===== config.mk =====
export PLATFORM = sky130hd
export DESIGN_NAME = irq_ctrl_flat
export DESIGN_NICKNAME = d
export VERILOG_FILES = /design/src/rtl/irq_ctrl_if.sv /design/src/rtl/irq_ctrl.sv /design/src/flat_wrapper.sv
export SDC_FILE = /design/constraint.sdc
export NUM_CORES = 1
export LEC_CHECK = 0
export CAP_MARGIN = 15
export CORE_MARGIN = 3
export CORE_UTILIZATION = 35
export DETAILED_ROUTE_END_ITERATION = 6
export GPL_TIMING_DRIVEN = 0
export PLACE_DENSITY = 0.92
export SLEW_MARGIN = 40
export SYNTH_ARGS = -nofsm -noshare
export SYNTH_HDL_FRONTEND = slang
export SYNTH_SLANG_ARGS = --single-unit
export TNS_END_PERCENT = 10

===== constraint.sdc =====
create_clock -name clk -period 2.2 [get_ports clk]
set_clock_uncertainty 0.2 [all_clocks]
set_input_delay 0.44 -clock clk [delete_from_list [all_inputs] [get_ports clk]]
set_output_delay 0.44 -clock clk [all_outputs]
set_load 0.01 [all_outputs]

===== src/rtl/irq_ctrl_if.sv =====
// Word-addressed register bus shared with the other memory-mapped devices.
// The CPU side drives Addr/WE/Din; the device returns Dout combinationally.
interface irq_ctrl_if;
  logic [31:2] Addr;
  logic        WE;
  logic [31:0] Din;
  logic [31:0] Dout;

  modport master (output Addr, output WE, output Din, input Dout);
  modport slave  (input Addr, input WE, input Din, output Dout);
endinterface


===== src/rtl/irq_ctrl.sv =====
// Interrupt controller: pending latch, mask, fixed priority (index 0 highest), single CPU request with EOI.
// Define IRQ_SYNC_EN to pass irq_in through a 2-flop synchroniser before sampling.
module irq_ctrl #(
  parameter int NUM_IRQ = 6
) (
  input  logic               clk,
  input  logic               reset,
  irq_ctrl_if.slave          bus,
  input  logic [NUM_IRQ-1:0] irq_in,
  input  logic               int_ack,
  output logic               int_req,
  output logic [NUM_IRQ-1:0] hwint
);

  typedef enum logic [1:0] {IDLE = 2'd0, REQ = 2'd1, SERV = 2'd2} state_t;

  state_t             state_r, state_nxt_s;
  logic [4:0]         idx_r, idx_nxt_s;
  logic               int_req_r;
  logic [NUM_IRQ-1:0] pend_r, pend_nxt_s;
  logic [NUM_IRQ-1:0] mask_r, mode_r;
  logic [NUM_IRQ-1:0] samp_s, samp_d_r, rise_s, active_s;
  logic               we_mask_s, we_pend_s, we_mode_s, eoi_s;
  logic               unused_s;

  function automatic logic [4:0] lowest_idx(input logic [NUM_IRQ-1:0] v);
    logic [4:0] r;
    r = 5'd0;
    for (int i = NUM_IRQ - 1; i >= 0; i--) begin
      r = v[i] ? 5'(i) : r;
    end
    return r;
  endfunction

`ifdef IRQ_SYNC_EN
  logic [NUM_IRQ-1:0] sync1_r, sync2_r;

  // Two-stage synchroniser for asynchronous device lines.
  always_ff @(posedge clk or negedge reset) begin
    if (!reset) begin
      sync1_r <= '0;
      sync2_r <= '0;
    end else begin
      sync1_r <= irq_in;
      sync2_r <= sync1_r;
    end
  end
  assign samp_s = sync2_r;
`else
  assign samp_s = irq_in;
`endif

  assign we_mask_s = bus.WE && (bus.Addr[3:2] == 2'd0);
  assign we_pend_s = bus.WE && (bus.Addr[3:2] == 2'd1);
  assign we_mode_s = bus.WE && (bus.Addr[3:2] == 2'd2);
  assign eoi_s     = bus.WE && (bus.Addr[3:2] == 2'd3);
  assign rise_s    = samp_s & ~samp_d_r;
  assign active_s  = pend_r & mask_r;
  assign hwint     = active_s;
  assign int_req   = int_req_r;
  assign unused_s  = ^{bus.Addr[31:4], bus.Din[31:NUM_IRQ]};

  // Pending update: level bits follow the line; edge bits latch rises, set beats clear.
  always_comb begin
    pend_nxt_s = pend_r;
    for (int i = 0; i < NUM_IRQ; i++) begin
      if (mode_r[i]) begin
        pend_nxt_s[i] = rise_s[i] |
                        (pend_r[i] & ~((we_pend_s & bus.Din[i]) |
                                       (eoi_s && (state_r == SERV) && (idx_r == 5'(i)))));
      end else begin
        pend_nxt_s[i] = samp_s[i];
      end
    end
  end

  // Request FSM next state; a request withdrawn in REQ takes priority over int_ack.
  always_comb begin
    state_nxt_s = state_r;
    idx_nxt_s   = idx_r;
    case (state_r)
      IDLE: begin
        if (|active_s) state_nxt_s = REQ;
        else           state_nxt_s = IDLE;
      end
      REQ: begin
        if (~|active_s) begin
          state_nxt_s = IDLE;
        end else if (int_ack) begin
          state_nxt_s = SERV;
          idx_nxt_s   = lowest_idx(active_s);
        end else begin
          state_nxt_s = REQ;
        end
      end
      SERV: begin
        if (eoi_s) begin
          state_nxt_s = IDLE;
          idx_nxt_s   = 5'd0;
        end else begin
          state_nxt_s = SERV;
        end
      end
      default: begin
        state_nxt_s = IDLE;
        idx_nxt_s   = 5'd0;
      end
    endcase
  end

  // State, configuration and pending registers.
  always_ff @(posedge clk or negedge reset) begin
    if (!reset) begin
      state_r   <= IDLE;
      idx_r     <= 5'd0;
      int_req_r <= 1'b0;
      pend_r    <= '0;
      mask_r    <= '0;
      mode_r    <= '0;
      samp_d_r  <= '0;
    end else begin
      state_r   <= state_nxt_s;
      idx_r     <= idx_nxt_s;
      int_req_r <= (state_nxt_s == REQ);
      pend_r    <= pend_nxt_s;
      samp_d_r  <= samp_s;
      if (we_mask_s) mask_r <= bus.Din[NUM_IRQ-1:0];
      else           mask_r <= mask_r;
      if (we_mode_s) mode_r <= bus.Din[NUM_IRQ-1:0];
      else           mode_r <= mode_r;
    end
  end

  // Register read mux; bits above NUM_IRQ read as zero.
  always_comb begin
    bus.Dout = 32'd0;
    case (bus.Addr[3:2])
      2'd0:    bus.Dout = {{(32-NUM_IRQ){1'b0}}, mask_r};
      2'd1:    bus.Dout = {{(32-NUM_IRQ){1'b0}}, pend_r};
      2'd2:    bus.Dout = {{(32-NUM_IRQ){1'b0}}, mode_r};
      2'd3:    bus.Dout = {(state_r == SERV), 26'd0, idx_r};
      default: bus.Dout = 32'd0;
    endcase
  end

endmodule


===== src/flat_wrapper.sv =====
// flat-port wrapper written by rule: the top's interface ports become plain ports
module irq_ctrl_flat 
#(
  parameter int NUM_IRQ = 6
)
  (clk, reset, irq_in, int_ack, int_req, hwint, bus_Addr, bus_WE, bus_Din, bus_Dout);
  irq_ctrl_if bus_i ();
  input  logic clk;
  input  logic reset;
  input  logic [NUM_IRQ-1:0] irq_in;
  input  logic int_ack;
  output logic int_req;
  output logic [NUM_IRQ-1:0] hwint;
  input wire logic [$bits(bus_i.Addr)-1:0] bus_Addr;
  input wire logic [$bits(bus_i.WE)-1:0] bus_WE;
  input wire logic [$bits(bus_i.Din)-1:0] bus_Din;
  output wire logic [$bits(bus_i.Dout)-1:0] bus_Dout;
  assign bus_i.Addr = bus_Addr;
  assign bus_i.WE = bus_WE;
  assign bus_i.Din = bus_Din;
  assign bus_Dout = bus_i.Dout;
  irq_ctrl #(.NUM_IRQ(NUM_IRQ)) u_core (.clk(clk), .reset(reset), .bus(bus_i), .irq_in(irq_in), .int_ack(int_ack), .int_req(int_req), .hwint(hwint));
endmodule

Yosys cells after proc, flatten, opt, wreduce, memory -nomap -nowiden

Cells that the tools add are included.

Flip-flop bits (word level): 32
Bits of input ports: 72
Output and inout bits: 39
Logic and storage cells: 93

Equal/unequal tests: 14
Multiplexer cells: 22
Bitwise operators: 34
Reduce and logical (&&, ||, !) cells: 16

Operators by type and width:

| kind                                                   | number |
|---|---|
| one-hot mux 32 bit (4 select lines)                    | 1 |
| two-way mux 5 bit                                      | 8 |
| one-hot mux 5 bit (3 select lines)                     | 1 |
| bitwise AND 1 bit                                      | 12 |
| bitwise AND 6 bit                                      | 2 |
| OR 1 bit                                               | 12 |
| logical AND 1 bit                                      | 11 |
| == test 5 x 2 -> 1 bit (second input constant)         | 2 |
| == test 5 x 3 -> 1 bit (second input constant)         | 2 |
| two-way mux 1 bit                                      | 7 |
| NOT 1 bit                                              | 7 |
| == test 2 x 1 -> 1 bit (second input constant)         | 3 |
| == test 2 bit (second input constant)                  | 3 |
| two-way mux 2 bit                                      | 3 |
| NOT 6 bit                                              | 1 |
| one-hot mux 2 bit (3 select lines)                     | 1 |
| OR reduction 6 bit                                     | 1 |
| == test 5 x 1 -> 1 bit (second input constant)         | 1 |
| zero test 5 bit                                        | 1 |
| zero test 2 bit                                        | 2 |
| inequality test 2 x 1 -> 1 bit (second input constant) | 2 |
| AND reduction 4 bit                                    | 1 |
| two-way mux 3 bit                                      | 1 |
| inequality test 2 bit (second input constant)          | 1 |

Logic depth before layout (Yosys ltp)

Gate-level depths: netlist (run 1).

Word-level depth: 10
Depth in mapped cells: 6
Depth with buffers taken out: 5

Least setup slack after synthesis (run 1)

No wires, ideal clock.

Path type: input to register
From: in bus_Addr[1]
To: reg u_core.pend_r[1]
Library setup time: 0.121 ns
Data arrival time: 1.452 ns
Data required time: 1.879 ns
Setup slack: 0.427 ns
Stages: 4
Path buffers: 0
Path through: and4b_1 nand2_1 or4b_1 a22o_1

Cells in the longest elaborated chain, start to end: 9

Ends and longest elaborated chain:

| element                        | line               | RTL |
|---|---|---|
| start, declared                | flat_wrapper.sv:14 | `input wire logic [$bits(bus_i.Addr)-1:0] bus_Addr;` |
| == test 2 bit                  | irq_ctrl.sv:56     | `assign eoi_s = bus.WE && (bus.Addr[3:2] == 2'd3);` |
| logical AND 1 bit              | irq_ctrl.sv:56     |  |
| logical AND 1 bit (2 in a row) | irq_ctrl.sv:70     | `(eoi_s && (state_r == SERV) && (idx_r == 5'(i)))));` |
| OR 1 bit *                     | irq_ctrl.sv:69     | `(pend_r[i] & ~((we_pend_s & bus.Din[i]) \|` |
| NOT 1 bit *                    | irq_ctrl.sv:69     |  |
| bitwise AND 1 bit *            | irq_ctrl.sv:69     |  |
| OR 1 bit *                     | irq_ctrl.sv:68     | `pend_nxt_s[i] = rise_s[i] \|` |
| two-way mux 1 bit *            | irq_ctrl.sv:67     | `if (mode_r[i]) begin` |
| via u_core.pend_nxt_s[1]       | irq_ctrl.sv:20     | `logic [NUM_IRQ-1:0] pend_r, pend_nxt_s;` |
| end signal, assigned           | irq_ctrl.sv:125    | `pend_r <= pend_nxt_s;` |
| end, declared                  | irq_ctrl.sv:20     |  |

The timed path passes the listed nets; every way through them passes the cells marked *.
A chain may end at the register's enable or synchronous reset.

Final worst setup path (run 1)

From: in bus_Addr[0]
To: out bus_Dout[0]

Cells in the longest elaborated chain, start to end: 2

Ends and longest elaborated chain:

| element                               | line               | RTL |
|---|---|---|
| == test 2 bit (tied with other cells) | irq_ctrl.sv:137    | `case (bus.Addr[3:2])` |
| one-hot mux 32 bit (4 select lines) * | irq_ctrl.sv:137    |  |
| end, declared                         | flat_wrapper.sv:17 | `output wire logic [$bits(bus_i.Dout)-1:0] bus_Dout;` |

Mark *: on every way between the ends. The rest lies on a longest branch, timed or not. The select of a mux whose other input is x is not followed.

==> results of run 1 <==
area by class of cell:
class / instances / share of cell area (%)
inverter: 1 / 0.173
tap: 52 / 2.99
multi-input combinational: 114 / 35.4
timing repair buffer: 33 / 13.6
sequential: 30 / 34.5
clock buffer: 7 / 3.51
buffer: 28 / 9.84
cells in the mapped netlist (all sizes together):
| master | count |
|---|---|
| nor3b | 1 |
| nand2 | 19 |
| mux2 | 12 |
| nand3 | 3 |
| a22oi | 3 |
| a31oi | 3 |
| o41ai | 1 |
| nand4b | 2 |
| a31o | 2 |
| conb | 1 |
| o21ai | 4 |
| a22o | 6 |
| o31ai | 1 |
| clkbuf | 1 |
| inv | 1 |
| nor2 | 2 |
| nor4b | 1 |
| nand3b | 3 |
| mux4 | 3 |
| nor2b | 1 |
| buf | 27 |
| and2 | 7 |
| a221oi | 1 |
| and4b | 1 |
| dfrtp | 30 |
| nand2b | 1 |
| a21oi | 6 |
| mux2i | 3 |
| or4b | 2 |
| or2b | 1 |
per-stage QoR:
step | power [mW] | TNS (ns) | instance area, sq um | utilization [%] | worst slack (ns)
CTS | 1.77 | 0 | 2170 | 49.3 | 0.0644
detailed placement | 1.37 | -6.51 | 2090 | 47.4 | -0.596
global placement | 1.34 | -5.79 | 2100 | 47.5 | -0.586
global route | 1.88 | 0 | 2170 | 49.3 | 0.0234
finish | 1.76 | 0 | 2170 | 49.3 | 0.0814
floorplan | 1.12 | 0 | 1720 | - | 0.427
how the worst max path moves through the flow:
stage	startpoint	endpoint	slack (ns)	depth (start not counted)
finish	bus_Addr[0]	bus_Dout[0]	0.08	4
global route	bus_Addr[0]	bus_Dout[4]	0.02	7
CTS	bus_Addr[0]	bus_Dout[0]	0.06	4
detailed placement	bus_Addr[0]	bus_Dout[5]	-0.60	6
global placement	bus_Addr[0]	bus_Dout[5]	-0.59	6
floorplan	bus_Addr[1]	u_core.pend_r[1]$_DFF_PN0_	0.43	4
power groups by stage:
stage	logic, mW	clock network (mW)	registers (mW)
after floorplan	0.355	0	0.762
after global placement	0.551	0	0.786
after detailed placement	0.572	0	0.797
after CTS	0.559	0.418	0.791
after global routing	0.618	0.443	0.815
final	0.560	0.407	0.796
routing by layer:
layer | vias to the layer above | routed length [microns]
li1 | 612 | -
met1 | 605 | 1380
met2 | 78 | 2050
met3 | 11 | 406
met4 | 0 | 103
met5 | - | 0
timing repair:
item,4_1_cts,5_1_grt
endpoints found under the hold margin,3,0
setup endpoints to repair,13,0
buffers inserted,1,0
hold buffers,1,0
gates resized for setup,33,0
sequential cells by signal, summed over array words and instances, names as in the netlist:
register         flops
u_core.idx_r         3
u_core.mask_r        6
u_core.pend_r        6
u_core.mode_r        6
u_core.int_req       1
u_core.state_r       2
u_core.samp_d_r      6
cell families (layout without fill, tap and decap cells):
kind of cell / after synthesis / in the layout / synth area share (%)
DFF: 30 / 30 / 46.0
muxes: 18 / 18 / 14.3
AOI/OAI and AO/OA: 27 / 27 / 11.4
buffers and inverters: 29 / 69 / 12.7
and+or+nand+nor: 44 / 44 / 15.3
other: 1 / 25 / 0.230
placed cells by master, fill, tap and decap left out, drive strengths merged, types with 2 or more instances in the layout:
master and count:
a21oi 6, a22o 6, a22oi 3, a31o 2
a31oi 3, and2 7, buf 35, clkbuf 8
clkdlybuf4s50 21, conb 25, dfrtp 30, dlygate4sd2 3
mux2 12, mux2i 3, mux4 3, nand2 19
nand3 3, nand3b 3, nand4b 2, nor2 2
o21ai 4, or4b 2
worst max-delay path, stage by stage:
cell           delay, ns
dlygate4sd2_1       0.23
buf_6               0.14
mux4_2              0.53
buf_6               0.14
==> results.md, run 1 <==
- Max-Cap Viols: 0
- Largest cells by area after synthesis: dfrtp_1, buf_4, mux2_2
- P_leak: roughly 1 nW
- WHS Endpoint: u_core.pend_r[0]$_DFF_PN0_
- Initial antenna violation count: 0
- Footprint of the multi-input gates: approximately 770 sq um
- Met3 Usage GRT: 6.08%
- Clock Power Share: 23.1%
- Distinct cells, synth: 31
- Die W: about 74 microns
- Worst slew margin: between 50% and 60%
- Grt total ovfl: 0
- Skew-Pair Late Insertion Delay: ~0.28 ns
- DRC viols: 0
- Status: finished clean
- Endpoints failing setup: 0
- Tcrit/Tclk final: between 90 and 100%
- Max Slew Vio Count: 0
- Met1 usage in global routing: 17.0%
- Grt met2 use: between 20% and 30%
- Reg2reg path depth: 4
- Worst-Margin Slew: around 0.65 ns
- Post-Synthesis Cells: approximately 150
- RSZ-0062 raised after global routing: false
- GR peak layer: met2
- Share of layout cells above drive strength 1: 27.7%
- RR Endpoint: u_core.pend_r[2]$_DFF_PN0_
- Area Overhead vs Synth: 33.4%
- Startpoint Class: primary input
- Pre-antenna DRT Iters: 4
- I/O pin count: 111
- Ys Warns: 0
- Final hold slack: 0.349 ns
- Area share of the largest cell type after synthesis: a little under half
- Vias in the first global route: around 1200
- Worst setup EP type: output port
- Peak supply drop: between 200 and 250 uV
- H-tree Lvls: 2
- Reg2Reg Setup Slack: roughly 0.27 ns
- CTS buffer count: 5
- P_sw: about 570 uW
- Fillers: between 400 and 500
- Die Y-Extent: around 74 microns
- NumNets Final: ~290
- # rows: 24
- Placed cell count: 256
- Syn Std Cell Area: between 0.0015 and 0.002 sq mm
- First-pass GRT wire length: 6.15 mm
- Routed wire length: between 3 and 4 mm
- Hold wc startpoint: u_core.samp_d_r[0]$_DFF_PN0_
- Cells on Worst Hold Path: 2
- P per Cell Area: 810 mW/mm^2
- Largest net degree at the start of global routing: 31
- Reg area: between 700 and 800 sq um
- Crit path max fanout: 6
- GRT Util Overall: 15.7%
- Placer Congestion: 0.859
- Root Driver: clkbuf_8
- Reg-to-Reg Start: u_core.state_r[0]$_DFF_PN0_
- Initial Util: 36.9%
- Req. time, crit path: approximately 1.6 ns
- DR vias/cell: around 4.9
- #FFs+latches synth: 30
- CTS Sinks: 30
- Drt initial violations: between 150 and 200
- Area leader, netlist: dfrtp_1
- Crit path DAT: roughly 1.5 ns
- Avg Synthesized Cell Area: about 11 sq um
- Sequential power share: 45.2%
- Final Hold Fails: 0
- DR WL/cell: 14.9 microns
- Hpwl dp: between 2 and 3 mm
- Worst-path clk slew: 0.06 ns
- Core Region: about 0.0044 sq mm
- P_int: 1.19 mW
- Antenna Nets Post-Route: 0
- Crit Path Class: primary input to output port
- CTS tree: yes
- Seq/Total Area, Yosys: between 40% and 50%
- Switching share of power: approximately 33%
- Comb power frac: between 30% and 40%
- Final std cells w/o fill: around 270
- Ant diodes: 0
- Tmin final: between 2 and 2.5 ns
- Class of the worst hold path: register to register
- Fmax: roughly 470 MHz
- Clock tree buffer depth: 2
- Die ar.: between 0.005 and 0.006 sq mm
- Via Count: roughly 1300
- IO buf count: 31
Note: power is estimated with default switching activity, not from simulation.
==> inputs of run 2 (changes only) <==
Settings changed: CORE_UTILIZATION 35 to 30, PLACE_DENSITY 0.92 to 0.82.
Clock period 2.2 ns to 2.1 ns, I/O delays scaled along.
==> run 2 against run 1 <==
Non-clock buffer count grew 2. Sequential power grew 4.3%. Clock power grew 7.6%. Sequential share of layout area shrank 0.66 points. Die area grew 15%. Global-route usage shrank 2.5 points. First-iteration DRC count shrank 38%. Register-to-register slack lost 0.04 ns. Via count grew 1.0%. Wire length grew 0.48%. Cell area grew 2.0%.
==> results.md, run 2 (synthesis results as in run 1) <==
- Die W: 79.7 microns (was 74.3 microns)
- Clock tree buffer depth: 2 (unchanged)
- Initial antenna violation count: 0 (unchanged)
- Crit Path Class: primary input to output port (unchanged)
- NumNets Final: 287 (was 285)
- Die ar.: 0.00636 sq mm (was 0.00551 sq mm)
- DR WL/cell: 13.9 microns (was 14.9 microns)
- Root Driver: clkbuf_8 (unchanged)
- Crit path max fanout: 6 (unchanged)
- Vias in the first global route: 1280 (was 1236)
- Most frequent cells in the layout: dfrtp_1, buf_4, conb_1 (unchanged)
- DR vias/cell: 4.63 (was 4.93)
- First-pass GRT wire length: 6.27 mm (was 6.15 mm)
- Initial Util: 31.5% (was 36.9%)
- P_leak: 1.03 nW (was 1.02 nW)
- Routed wire length: 3.96 mm (was 3.94 mm)
- Req. time, crit path: 1.48 ns (was 1.56 ns)
- Worst-Margin Slew: 0.681 ns (was 0.655 ns)
- Hpwl dp: 2.96 mm (was 2.95 mm)
- Die Y-Extent: 79.7 microns (was 74.3 microns)
- CTS buffer count: 5 (unchanged)
- Reg-to-Reg Start: u_core.state_r[0]$_DFF_PN0_ (unchanged)
- CP startpoint: bus_Addr[0] (unchanged)
- Power Total: 1.86 mW (was 1.76 mW)
- Drt initial violations: 122 (was 196)
- Tmin final: just over 2 ns
- # rows: 26 (was 24)
- Via Count: 1319 (was 1306)
- Util after Layout: 42.9% (was 49.3%)
- Fillers: 515 (was 410)
- Class of the worst hold path: register to register (unchanged)
- GRT Util Overall: 13.2% (was 15.7%)
- Startpoint Class: primary input (unchanged)
- Area Overhead vs Synth: 36.0% (was 33.4%)
- Peak supply drop: 414 uV (was 250 uV)
- Core Region: 0.00517 sq mm (was 0.00441 sq mm)
- Hold wc startpoint: u_core.mask_r[4]$_DFFE_PN0P_ (was u_core.samp_d_r[0]$_DFF_PN0_)
- CTS Sinks: 30 (unchanged)
- Worst setup EP type: output port (unchanged)
- Tcrit/Tclk final: between 90% and 100%
- Final Hold Fails: 0 (unchanged)
- Worst-path clk slew: 0.06 ns (about the same)
- IO buf count: 31 (unchanged)
- Ant diodes: 0 (unchanged)
- P per Cell Area: 839 mW/mm^2 (was 810 mW/mm^2)
- RSZ-0062 raised after global routing: false (unchanged)
- CTS tree: yes (unchanged)
- Crit path DAT: 1.45 ns (was 1.48 ns)
- DRC viols: 0 (unchanged)
- Worst slew margin: 54.6% (was 56.4%)
- Largest net degree at the start of global routing: 31 (unchanged)
- Skew-Pair Late Insertion Delay: 0.29 ns (was 0.28 ns)
- H-tree Lvls: 2 (unchanged)
- Pre-antenna DRT Iters: 4 (unchanged)
- Status: finished clean (unchanged)
- Antenna Nets Post-Route: 0 (unchanged)
- Grt total ovfl: 0 (unchanged)
- Max Slew Vio Count: 0 (unchanged)
- Share of layout cells above drive strength 1: 28.4% (was 27.7%)
- Endpoints failing setup: 0 (unchanged)
- Placed cell count: 274 (was 256)
- Placer Congestion: 0.753 (was 0.859)
- Placed Area: 0.00211 sq mm (was 0.00209 sq mm)
- Final std cells w/o fill: 285 (was 265)
- I/O pin count: 111 (unchanged)
- Fmax: 482 MHz
- Commonest non-fill, non-tap cell in the layout: dfrtp_1 (unchanged)
- Max-Cap Viols: 0 (unchanged)
- Design Area, Final: 0.00222 sq mm (was 0.00217 sq mm)
## run 2: cell count changes in the layout (fill, tap and decap cells not counted), sizes merged
| cell | previous run | this run |
|---|---|---|
| dlygate4sd2 | 3 | 2 |
| buf | 35 | 37 |
| clkdlybuf4s15 | 0 | 1 |
## run 2: path summary, 6_finish.rpt
kind	end	slack, ns	depth (start not counted)
max	bus_Dout[2]	0.03	4
min	u_core.mask_r[4]$_DFFE_PN0P_	0.35	1
max reg2reg	u_core.pend_r[1]$_DFF_PN0_	0.23	4
min reg2reg	u_core.mask_r[4]$_DFFE_PN0P_	0.35	1
max in group asynchronous	u_core.mode_r[2]$_DFFE_PN0P_	0.75	2
min in group asynchronous	u_core.pend_r[3]$_DFF_PN0_	0.51	2
## run 2: where the power goes
| part | switching [mW] | internal, mW |
|---|---|---|
| combinational | 0.268 | 0.323 |
| sequential | 0.132 | 0.698 |
| clock | 0.210 | 0.227 |
## run 2: timing repair
item | 4_1_cts | 5_1_grt
setup endpoints to repair | 13 | 3
buffers inserted | 2 | 0
cloned | 1 | 0
hold buffers | 1 | 0
hold endpoints to repair | 30 | 0
resized for setup | 35 | 3
## run 2: per-stage QoR
| stage | hold WS (ns) | worst slack, ns | setup TNS, ns |
|---|---|---|---|
| floorplan | -0.0756 | 0.332 | 0 |
| global placement | 0.331 | -0.651 | -10.38 |
| detailed placement | 0.287 | -0.670 | -8.40 |
| CTS | 0.353 | 0.0300 | 0 |
| global route | 0.386 | 0.00365 | 0 |
| finish | 0.348 | 0.0266 | 0 |
## run 2: layout make-up
| class | instances | area, sq um | share of cell area, % |
|---|---|---|---|
| inverter | 1 | 3.75 | 0.169 |
| buffer | 28 | 214 | 9.65 |
| timing repair buffer | 35 | 315 | 14.2 |
| tap | 70 | 87.6 | 3.95 |
| clock buffer | 7 | 76.3 | 3.44 |
| multi-input combinational | 114 | 769 | 34.7 |
| sequential | 30 | 751 | 33.9 |
## run 2: metal layers
| layer | vias up | GRT usage [%] | wire length (microns) |
|---|---|---|---|
| met3 | 9 | 3.16 | 259 |
| met1 | 636 | 15.6 | 1580 |
| li1 | 622 | - | - |
| met4 | 0 | 6.70 | 84 |
| met5 | - | 0 | 0 |
| met2 | 52 | 22.0 | 2030 |
## run 2: worst max-delay path, stage by stage
cell	delay [ns]
clkdlybuf4s15_1	0.20
buf_6	0.15
mux4_2	0.52
buf_2	0.16
==> inputs of run 3 (changes only) <==
Settings changed: CTS_CLUSTER_DIAMETER set to 80, GPL_TIMING_DRIVEN 0 to unset.
==> run 3 against run 2 <==
Sequential share of layout area is 0.76 points higher. Worst setup slack better by 0.0050 ns. Via count is 2.8% lower. Clock power is 25% higher. Wire length is 4.5% lower. Utilization is 0.94 points lower. Count of clock-buffer cells in the layout is 1 higher. Critical endpoint is now hwint[1]. Largest cell class unchanged.
==> results.md, run 3 (synthesis results as in run 1) <==
- Status: finished clean (unchanged)
- Most frequent cells in the layout: dfrtp_1, conb_1, nand2_1, clkdlybuf4s50_1, buf_4 (was dfrtp_1, buf_4, conb_1)
- Worst setup EP type: output port (unchanged)
- Antenna Nets Post-Route: 0 (unchanged)
- # rows: 26 (unchanged)
- P_leak: 1.01 nW (was 1.03 nW)
- Reg2Reg Setup Slack: 0.25 ns (was 0.23 ns)
- Worst-path clk slew: 0.06 ns (about the same)
- Met1 WL: 1.57 mm (was 1.58 mm)
- Crit path max fanout: 4 (was 6)
- Pre-antenna DRT Iters: 4 (unchanged)
- Placer Congestion: 0.835 (was 0.753)
- NumNets Final: 272 (was 287)
- Reg-to-Reg Start: u_core.state_r[0]$_DFF_PN0_ (unchanged)
- Hpwl dp: 2.86 mm (was 2.96 mm)
- Die Y-Extent: 79.7 microns (unchanged)
- Crit Path Class: register to output port (was primary input to output port)
- RSZ-0062 raised after global routing: true (was false)
- Startpoint Class: register (was primary input)
- Tcrit/Tclk final: 98.5% (was 98.7%)
- CTS Sinks: 30 (unchanged)
- Endpoints failing setup: 0 (unchanged)
- Reg2reg path depth: 4 (unchanged)
- Class of the worst hold path: primary input to asynchronous set/reset pin (was register to register)
- Tmin final: 2.07 ns (about the same)
- H-tree Lvls: 2 (unchanged)
- Initial antenna violation count: 0 (unchanged)
- Total negative slack: 0 ns (unchanged)
- Area Overhead vs Synth: 33.0% (was 36.0%)
- Sequential power share: 40.2% (was 44.6%)
- Clock tree buffer depth: 2 (unchanged)
- Req. time, crit path: 1.48 ns (about the same)
- P_sw: 611 uW (about the same)
- Commonest non-fill, non-tap cell in the layout: dfrtp_1 (unchanged)
- Ant diodes: 0 (unchanged)
- Core Region: 0.00517 sq mm (unchanged)
- Met2 Routed Length: 1.86 mm (was 2.03 mm)
- Peak supply drop: 422 uV (was 414 uV)
- RR Endpoint: u_core.pend_r[1]$_DFF_PN0_ (unchanged)
- First-pass GRT wire length: 6.12 mm (was 6.27 mm)
- Max-Cap Viols: 0 (unchanged)
- Max stage delay on crit path: 0.56 ns (was 0.52 ns)
- Fmax: 483 MHz (was 482 MHz)
- Final WS setup: 0.0316 ns (was 0.0266 ns)
- Placed Area: 0.00205 sq mm (was 0.00211 sq mm)
- CP cell instances: and2_1 > clkdlybuf4s50_1 (was clkdlybuf4s15_1 > buf_6 > mux4_2 > buf_2)
- Switching share of power: 30.8% (was 32.8%)
- Comb power frac: 32.1% (was 31.8%)
- Vias in the first global route: 1266 (was 1280)
- Largest net degree at the start of global routing: 31 (unchanged)
- Routed wire length: 3.78 mm (was 3.96 mm)
- Root Driver: clkbuf_8 (unchanged)
- DRC viols: 0 (unchanged)
- GRT Util Overall: 13.0% (was 13.2%)
- Grt total ovfl: 0 (unchanged)
- Max Slew Vio Count: 0 (unchanged)
- Fillers: 490 (was 515)
- Via Count: 1282 (was 1319)
- Design Area, Final: 0.00217 sq mm (was 0.00222 sq mm)
- Max layer used: met4 (unchanged)
- P_int: 1.37 mW (was 1.25 mW)
- I/O pin count: 111 (unchanged)
- DR WL met3: 244 microns (was 259 microns)
- Clock Power Share: 27.7% (was 23.5%)
- IO buf count: 31 (unchanged)
- Final Hold Fails: 0 (unchanged)
- Skew-Pair Late Insertion Delay: 0.29 ns (about the same)
- CTS tree: yes (unchanged)
- Worst slack, placed: -0.566 ns (was -0.670 ns)
- Die W: 79.7 microns (unchanged)
- DR WL/cell: 13.9 microns (about the same)
- Share of layout cells above drive strength 1: 24.4% (was 28.4%)
- P per Cell Area: 913 mW/mm^2 (was 839 mW/mm^2)
- Power Total: 1.98 mW (was 1.86 mW)
- Die ar.: 0.00636 sq mm (unchanged)
- Crit path DAT: 1.45 ns (about the same)
- CP max-delay cell: clkdlybuf4s50_1 (was mux4_2)
- Drt initial violations: 74 (was 122)
- Initial Util: 31.5% (unchanged)
- CTS buffer count: 5 (unchanged)
- DR vias/cell: 4.73 (was 4.63)
[run 3: timing repair]
action / CTS / global route
gates resized for setup: 25 / 5
hold buffers: 0 / 0
setup endpoints to repair: 9 / 8
buffers inserted: 0 / 0
[run 3: critical path, delay by kind of cell, from the launching register on]
family                 cells  cell delay, ns
buffers and inverters      1            0.56
DFF                        1            0.40
and+or+nand+nor            1            0.20
[run 3: power by group through the flow]
| stage | clock (mW) | combinational (mW) | sequential, mW |
|---|---|---|---|
| 5_1_grt | 0.576 | 0.705 | 0.814 |
| 3_5_place_dp | 0 | 0.652 | 0.804 |
| 4_1_cts | 0.558 | 0.640 | 0.794 |
| 6_report | 0.549 | 0.635 | 0.796 |
| 3_3_place_gp | 0 | 0.640 | 0.801 |
| 2_1_floorplan | 0 | 0.372 | 0.798 |
[run 3: layout make-up]
| class | instances | area, sq um | area share [%] |
|---|---|---|---|
| clock buffers | 8 | 110 | 5.08 |
| inverters | 1 | 3.75 | 0.173 |
| multi-input cells | 114 | 764 | 35.3 |
| flip-flops and latches | 30 | 751 | 34.6 |
| well taps | 70 | 87.6 | 4.04 |
| repair buffers | 48 | 452 | 20.8 |
[run 3: worst max-delay path by stage]
stage,from,endpoint,slack [ns],cells after the start
6_report,u_core.pend_r[1]$_DFF_PN0_,hwint[1],0.03,2
2_1_floorplan,u_core.state_r[0]$_DFF_PN0_,u_core.pend_r[1]$_DFF_PN0_,0.33,4
3_5_place_dp,bus_Addr[0],bus_Dout[0],-0.57,4
5_1_grt,bus_Addr[1],bus_Dout[31],-0.02,4
3_3_place_gp,bus_Addr[0],bus_Dout[2],-0.58,4
4_1_cts,bus_Addr[1],bus_Dout[5],0.006,5
[run 3: per-stage QoR]
stage	utilization, %	hold slack [ns]	cells
2_1_floorplan	-	-0.0756	173
3_3_place_gp	39.7	0.330	263
3_5_place_dp	39.7	0.338	263
4_1_cts	41.8	0.334	271
5_1_grt	41.9	0.359	271
6_report	41.9	0.320	271
[run 3: layer usage]
layer  track usage (%)  vias up
met5                 0        -
met3              3.72       12
li1                  -      593
met1              15.2      625
met2              21.0       52
met4              7.90        0
